--- src/rtl/boot_controller.sv ---
// Boot sequencer: holds the CPU in reset while the copier moves EEPROM into RAM,
// then hands the memory bus over to the CPU. A copy that never finishes ends in FAULT.
module boot_controller #(
   parameter int SETTLE_CYCLES    = 4,
   parameter int CPU_RESET_CYCLES = 8,
   parameter int COPY_TIMEOUT     = 65535
) (
   input  logic        clock,
   input  logic        reset_n,
   output logic        copier_reset_n,
   input  logic        copier_done,
   input  logic [15:0] copier_address,
   input  logic        copier_ram_we_n,
   input  logic        copier_ram_cs_n,
   input  logic        copier_eeprom_oe_n,
   input  logic        copier_eeprom_cs_n,
   input  logic [15:0] cpu_address,
   input  logic        cpu_mreq_n,
   input  logic        cpu_rd_n,
   input  logic        cpu_wr_n,
   output logic [15:0] address,
   output logic        ram_cs_n,
   output logic        ram_oe_n,
   output logic        ram_we_n,
   output logic        eeprom_cs_n,
   output logic        eeprom_oe_n,
   output logic        cpu_reset_n,
   output logic        boot_done,
   output logic        fault
);

   typedef enum logic [2:0] {
      IDLE      = 3'd0,
      COPY      = 3'd1,
      SETTLE    = 3'd2,
      CPU_RESET = 3'd3,
      RUN       = 3'd4,
      FAULT     = 3'd5
   } state_t;

   localparam logic [15:0] TIMEOUT_LAST   = 16'(COPY_TIMEOUT - 1);
   localparam logic [15:0] SETTLE_LAST    = 16'(SETTLE_CYCLES - 1);
   localparam logic [15:0] CPU_RESET_LAST = 16'(CPU_RESET_CYCLES - 1);

   state_t      state;
   state_t      state_next;
   logic [15:0] count;
   logic [15:0] count_next;

   // Reset outputs are registered from the next state so they track the state without glitches.
   always_ff @(posedge clock) begin
      if (!reset_n) begin
         state          <= IDLE;
         count          <= '0;
         copier_reset_n <= 1'b0;
         cpu_reset_n    <= 1'b0;
      end else begin
         state          <= state_next;
         count          <= count_next;
         copier_reset_n <= (state_next != IDLE);
         cpu_reset_n    <= (state_next == RUN);
      end
   end

   always_comb begin
      state_next = state;
      count_next = count;
      case (state)
         IDLE: begin
            state_next = COPY;
            count_next = '0;
         end
         COPY: begin
            if (copier_done) begin
               state_next = SETTLE;
               count_next = '0;
            end else if (count == TIMEOUT_LAST) begin
               state_next = FAULT;
            end else begin
               count_next = count + 16'd1;
            end
         end
         SETTLE: begin
            if (count == SETTLE_LAST) begin
               state_next = CPU_RESET;
               count_next = '0;
            end else begin
               count_next = count + 16'd1;
            end
         end
         CPU_RESET: begin
            if (count == CPU_RESET_LAST) begin
               state_next = RUN;
               count_next = '0;
            end else begin
               count_next = count + 16'd1;
            end
         end
         RUN:     state_next = RUN;
         FAULT:   state_next = FAULT;
         default: state_next = FAULT;
      endcase
   end

   // Bus ownership: copier in COPY, CPU in RUN, everything parked otherwise.
   always_comb begin
      address     = 16'h0000;
      ram_cs_n    = 1'b1;
      ram_oe_n    = 1'b1;
      ram_we_n    = 1'b1;
      eeprom_cs_n = 1'b1;
      eeprom_oe_n = 1'b1;
      case (state)
         COPY: begin
            address     = copier_address;
            ram_cs_n    = copier_ram_cs_n;
            ram_we_n    = copier_ram_we_n;
            eeprom_cs_n = copier_eeprom_cs_n;
            eeprom_oe_n = copier_eeprom_oe_n;
         end
         RUN: begin
            address  = cpu_address;
            ram_cs_n = cpu_mreq_n;
            ram_oe_n = cpu_mreq_n | cpu_rd_n;
            ram_we_n = cpu_mreq_n | cpu_wr_n;
         end
         default: ;
      endcase
   end

   assign boot_done = (state == RUN);
   assign fault     = (state == FAULT);

endmodule

--- config.mk ---
export PLATFORM = sky130hd
export DESIGN_NAME = boot_controller
export DESIGN_NICKNAME = d
export VERILOG_FILES = /design/src/rtl/boot_controller.sv
export SDC_FILE = /design/constraint.sdc
export NUM_CORES = 1
export LEC_CHECK = 0
export BUFFER_PORTS_ARGS = -buffer_cell sky130_fd_sc_hd__buf_2
export CAP_MARGIN = 20
export CORE_AREA = 5 5 62 64
export CTS_BUF_LIST = sky130_fd_sc_hd__clkbuf_4 sky130_fd_sc_hd__clkbuf_8 sky130_fd_sc_hd__clkbuf_16
export DETAILED_ROUTE_END_ITERATION = 10
export DIE_AREA = 0 0 67 69
export GPL_ROUTABILITY_DRIVEN = 0
export PLACE_DENSITY_LB_ADDON = 0.08
export SYNTH_ARGS = -nofsm -noshare
export SYNTH_HDL_FRONTEND = slang
export SYNTH_SLANG_ARGS = --single-unit
export TNS_END_PERCENT = 50
--- constraint.sdc ---
create_clock -name clock -period 2.7 [get_ports clock]
set_input_delay 0 -clock clock [delete_from_list [all_inputs] [get_ports clock]]
set_output_delay 0 -clock clock [all_outputs]
set_load 0.01 [all_outputs]
== Yosys cells after proc, flatten, opt, wreduce, memory -nomap -nowiden ==
Index checks and enable logic that the tools add are counted.

* Memories kept: 0
* Latch bits: 0
* Output and inout port bits: 25
* Word-level logic and storage cells: 37
* RAM bits: 0
* Bits in read-only memories: 0
* Register bits: 21

* Multiply operators: 0
* Order comparisons: 0
* $add $sub $neg: 1
* Reduce and logical (&&, ||, !) cells: 4
* Eq/ne operators: 10
* Shift-type cells: 0
* Multiplexer cells: 16
* Bitwise operators: 2
* Div/mod/pow operators: 0

{| class="wikitable"
|+ Operators with widths
! operator !! count
|-
| two-way mux 16 bit || 4
|-
| case mux 16 bit (4 select lines) || 1
|-
| case mux 16 bit (2 select lines) || 1
|-
| adder 16 x 1 -> 16 bit, second input constant || 1
|-
| equality test 16 bit, second input constant || 1
|-
| equality test 16 x 2 -> 1 bit, second input constant || 1
|-
| equality test 16 x 3 -> 1 bit, second input constant || 1
|-
| case mux 3 bit (5 select lines) || 1
|-
| two-way mux 3 bit || 4
|-
| equality test 3 bit, second input constant || 3
|-
| equality test 3 x 2 -> 1 bit, second input constant || 2
|-
| case mux 1 bit (2 select lines) || 2
|-
| nonzero test 4 bit || 1
|-
| equality test 3 x 1 -> 1 bit, second input constant || 1
|-
| zero test 3 bit || 1
|-
| two-way mux 1 bit || 3
|-
| inequality test 3 bit, second input constant || 1
|-
| nonzero test 3 bit || 1
|-
| bitwise OR 1 bit || 2
|-
| AND reduction 2 bit || 1
|}

== Logic depth before layout (Yosys ltp) ==
* Depth in word-level cells: 5
* Gate-level depth with buffers: 8
* Gate-level depth less buffers: 7

== Worst setup path before layout ==
Ideal clock, no wire load.

* Kind: reg2reg
* Start: reg count[1]
* End: reg count[0]
* Cell stages (with the launch flop): 8
* Arrival: 1.772 ns
* Clock period less this slack: 1.889 ns
* Path slack: 0.811 ns
* Buffers on the path: 1
* Cell sequence: dfxtp_1 > ha_1 > nor4b_1 > nand4_1 > o21a_1 > o31ai_1 > buf_2 > nor2_1

* Longest elaborated chain between the ends: 3

{| class="wikitable"
|+ Ends and longest elaborated chain
! element !! line !! RTL
|-
| start, declared || 47 || <nowiki>logic [15:0] count;</nowiki>
|-
| start signal, assigned || 59 || <nowiki>count <= count_next;</nowiki>
|-
| equality test 16 x 3 -> 1 bit, or another cell as far along || 92 || <nowiki>if (count == CPU_RESET_LAST) begin</nowiki>
|-
| two-way mux 16 bit, or another cell as far along || 92 ||
|-
| case mux 16 bit (4 select lines) / AND reduction 2 bit (equally long branches) || n/a ||
|}

Parallel ways exist; a longest one is shown, timed or not.
A chain may end at the register's enable or synchronous reset.

== Worst setup path in the final report ==
* Start: reg state[2]
* End: reg cpu_reset_n

* Longest elaborated chain between the ends: 4

{| class="wikitable"
|+ Ends and longest elaborated chain
! element !! line !! RTL
|-
| start, declared || 45 || <nowiki>state_t state;</nowiki>
|-
| start signal, assigned || 58 || <nowiki>state <= state_next;</nowiki>
|-
| two-way mux 3 bit || 77 || <nowiki>end else if (count == TIMEOUT_LAST) begin</nowiki>
|-
| two-way mux 3 bit || 74 || <nowiki>if (copier_done) begin</nowiki>
|-
| case mux 3 bit (5 select lines) * || 68 || <nowiki>case (state)</nowiki>
|-
| equality test 3 bit * || 61 || <nowiki>cpu_reset_n <= (state_next == RUN);</nowiki>
|-
| end signal, assigned || 61 ||
|-
| end, declared || 27 || <nowiki>output logic cpu_reset_n,</nowiki>
|}

Every way passes the cells marked *; elsewhere a longest branch is shown, timed or not.

==> flow_summary.toml <==
[outcome]
status = "finished clean"

[timing]
worstMarginPinSlew_ns = 0.547
min_period_over_period_pct = 78.5
grt_setup_unrepaired = "false"
slew_violations = 0
fin_skew_ns = 0.00663
clock.fmax_ghz = 0.472
maxSlewHeadroom_pct = 63.3
setup_viol = 0
final.setup.tns_ns = 0
min_period_ns = 2.12
final-hold-violation-count = 0

[finish]
drive_gt1_share_pct = 34.7
fin_nets = 284
antenna_cells = 0
n_fill_cell = 325
multi_input_area_sq_um = 883
final_cells = 285
fin_util_pct = 55.6
seq_area_sq_um = 420
areaGrowthSynthToFinish_pct = 28.6
finalInstanceArea_sq_mm = 0.00180

[worst_setup_path]
ff2ff_setup_slack_ns = 0.58
worstSetupStartpointType = "flop"
timing.rr.end = "cpu_reset_n$_SDFF_PN0_"
cp.required_ns = 2.94
worstReg2RegStart = "state[2]$_SDFF_PN0_"
r2r_cells = 5
startpoint = "state[2]$_SDFF_PN0_"
worstSetupEndpoint = "cpu_reset_n$_SDFF_PN0_"
end_kind = "flop"
timing_worst_setup_path_type = "flop to flop"
cp.arrival_ns = 2.36
cp_max_fo = 17

[logic_synthesis]
synthTopCellsByArea = "dfxtp_1 30%, a22o_1 10%, nor2_1 4.3%"
synth-seq-cells = 21
ys_async_sr_fraction_pct = 0
synth_area_sq_mm = 0.00140
synth_fp_nets = 218
synthCells = 174
synth_edf_count = 0
netlist.top_cell.by_area = "dfxtp_1"
yosys_warnings = 0
synth_common_cells = "21 x dfxtp_1, 16 x a22o_1, 16 x nor2_1"
avgSynthCellArea_sq_um = 8.02
synth_flop_cell = "dfxtp_1"
ys_types = 46
yosysMostFrequentCell = "dfxtp_1"
seq_area_frac_synth_pct = 30.1
synth_top_area_share_pct = 30.1

[floorplanning]
num_io_pins = 67
floorplan.initialDensity_pct = 43.2
coreArea_sq_mm = 0.00323
die_area_sq_mm = 0.00462
die_x_um = 67
rows = 21
die_h_um = 69

[detailed_routing]
finalWirelength_um = 4070
routed_via_density = 5.50
drt_first_iter_violations = 63
ant_nets = 0
firstDrtPassIters = 4
wl_per_cell_um = 14.3
drc = 0
vias = 1568

[power]
cellLeakagePower_nw = 0.745
peakVddDrop_mv = 0.215
power_mw = 0.618
powerDensity_mw_per_mm2 = 344

[cts]
cts_buffer_depth = 2
clkSinkCount = 21
cts_tree = "yes"
ctsHtreeMaxLevel = 1
clk_pin_slew_ns = 0.11
worstSkewPairLatency_ns = 0.30
cts_root_buf = "clkbuf_4"
postCtsSetupRepairBufs = 0
cts_buffers = 3

[grt]
grt_max_degree = 23
grt_pass1_vias = 1541
met2_usage_pct = 31.7
overflow = 0
grt_usage_pct = 18.5
met3_usage_pct = 4.22
grt_pass1_wl_um = 7040
grt_most_used_layer = "met2"
antenna_found_initial = 0
use_met1_pct = 23.0

[placed_design]
dp_hpwl_um = 3260
io_buffers = 66
dp.cells = 280
placed_cell_area_sq_mm = 0.00176

[min_path]
hp-class = "input pin to flop"
worstHoldStart = "copier_done"

[flow_run]
cap_violations = 0
-- final cells by class --
class                   count  share of cell area (%)
clock buffers               4                    1.67
well taps                  46                    3.21
inverters                   7                    1.46
repair buffers             72                    21.0
flip-flops and latches     21                    23.4
multi-input cells         135                    49.2
-- flip-flops by register name, indices dropped and copies added (netlist names) --
signal,flops
copier_reset_n,1
cpu_reset_n,1
state,3
count,16
-- report_power, final --
part           leakage, nW  internal (mW)  total, mW  switching (mW)
Clock               0.0184         0.0676      0.161          0.0938
Combinational        0.556         0.0672      0.134          0.0671
Sequential           0.170          0.315      0.322         0.00729
Total                0.745          0.450      0.618           0.168
-- metal layers --
metal	wire, um	part of all wire (%)
met1	1710	42
met2	2120	52
met3	176	4.3
met4	56	1.4
met5	0	0
-- worst max-delay path, stage by stage, from the launching register on --
cell and delay (ns):
dfxtp_1 0.49, nand4bb_1 0.33, nor4_4 0.45, a21o_1 0.46, o21a_1 0.20, nor2b_1 0.12
-- kinds of logic (layout without fill, tap and decap cells) --
family                     Yosys count  in the layout  share of synthesized area, %
AOI/OAI and AO/OA                   50             50                          26.1
xor gates and xnor gates             7              7                          4.39
DFF                                 21             21                          30.1
adders and majority gates            2              2                          1.79
and+or+nand+nor                     76             76                          31.0
buffers and inverters               18             83                          6.63
-- layout by cell type (no fill, tap or decap), types with 2 or more instances in the layout --
cell type,netlist,routed
nand2_1,13,13
a21o_1,3,3
and2_1,2,2
xnor2_1,6,6
buf_2,2,66
a22o_1,16,16
nor4_1,6,6
inv_1,7,7
o31ai_1,2,2
o21a_1,3,3
or3_1,5,5
buf_4,0,5
nor2_1,16,16
dfxtp_1,21,21
nand4_1,2,2
nor3_1,4,4
clkbuf_4,0,4
nand3_1,11,11
a21oi_1,9,9
o21ai_0,6,6
ha_1,2,2
or4_1,4,4
a211oi_1,2,2
-- per-stage QoR --
step / hold slack, ns / setup WS, ns
after global routing: 0.0738 / 0.370
final: 0.0621 / 0.581
after floorplan: 0.111 / 0.811
after global placement: 0.246 / 0.629
after CTS: 0.0550 / 0.603
after detailed placement: 0.246 / 0.603
-- worst min path at each step --
| stage | endpoint | slack (ns) | cells after the start |
|---|---|---|---|
| after floorplan | ram_oe_n | 0.11 | 2 |
| after global placement | copier_reset_n$_SDFF_PN0_ | 0.25 | 1 |
| after detailed placement | copier_reset_n$_SDFF_PN0_ | 0.25 | 1 |
| after CTS | state[1]$_SDFF_PN0_ | 0.05 | 3 |
| after global routing | state[1]$_SDFF_PN0_ | 0.07 | 3 |
| final | state[1]$_SDFF_PN0_ | 0.06 | 3 |
-- repair_timing --
item / in CTS / in global routing
endpoints found under the hold margin: 2 / 0
hold buffers: 1 / 0
endpoints found under the setup margin: 0 / 0
gates resized for setup: 0 / 0
(Power assumes the default switching activity.)
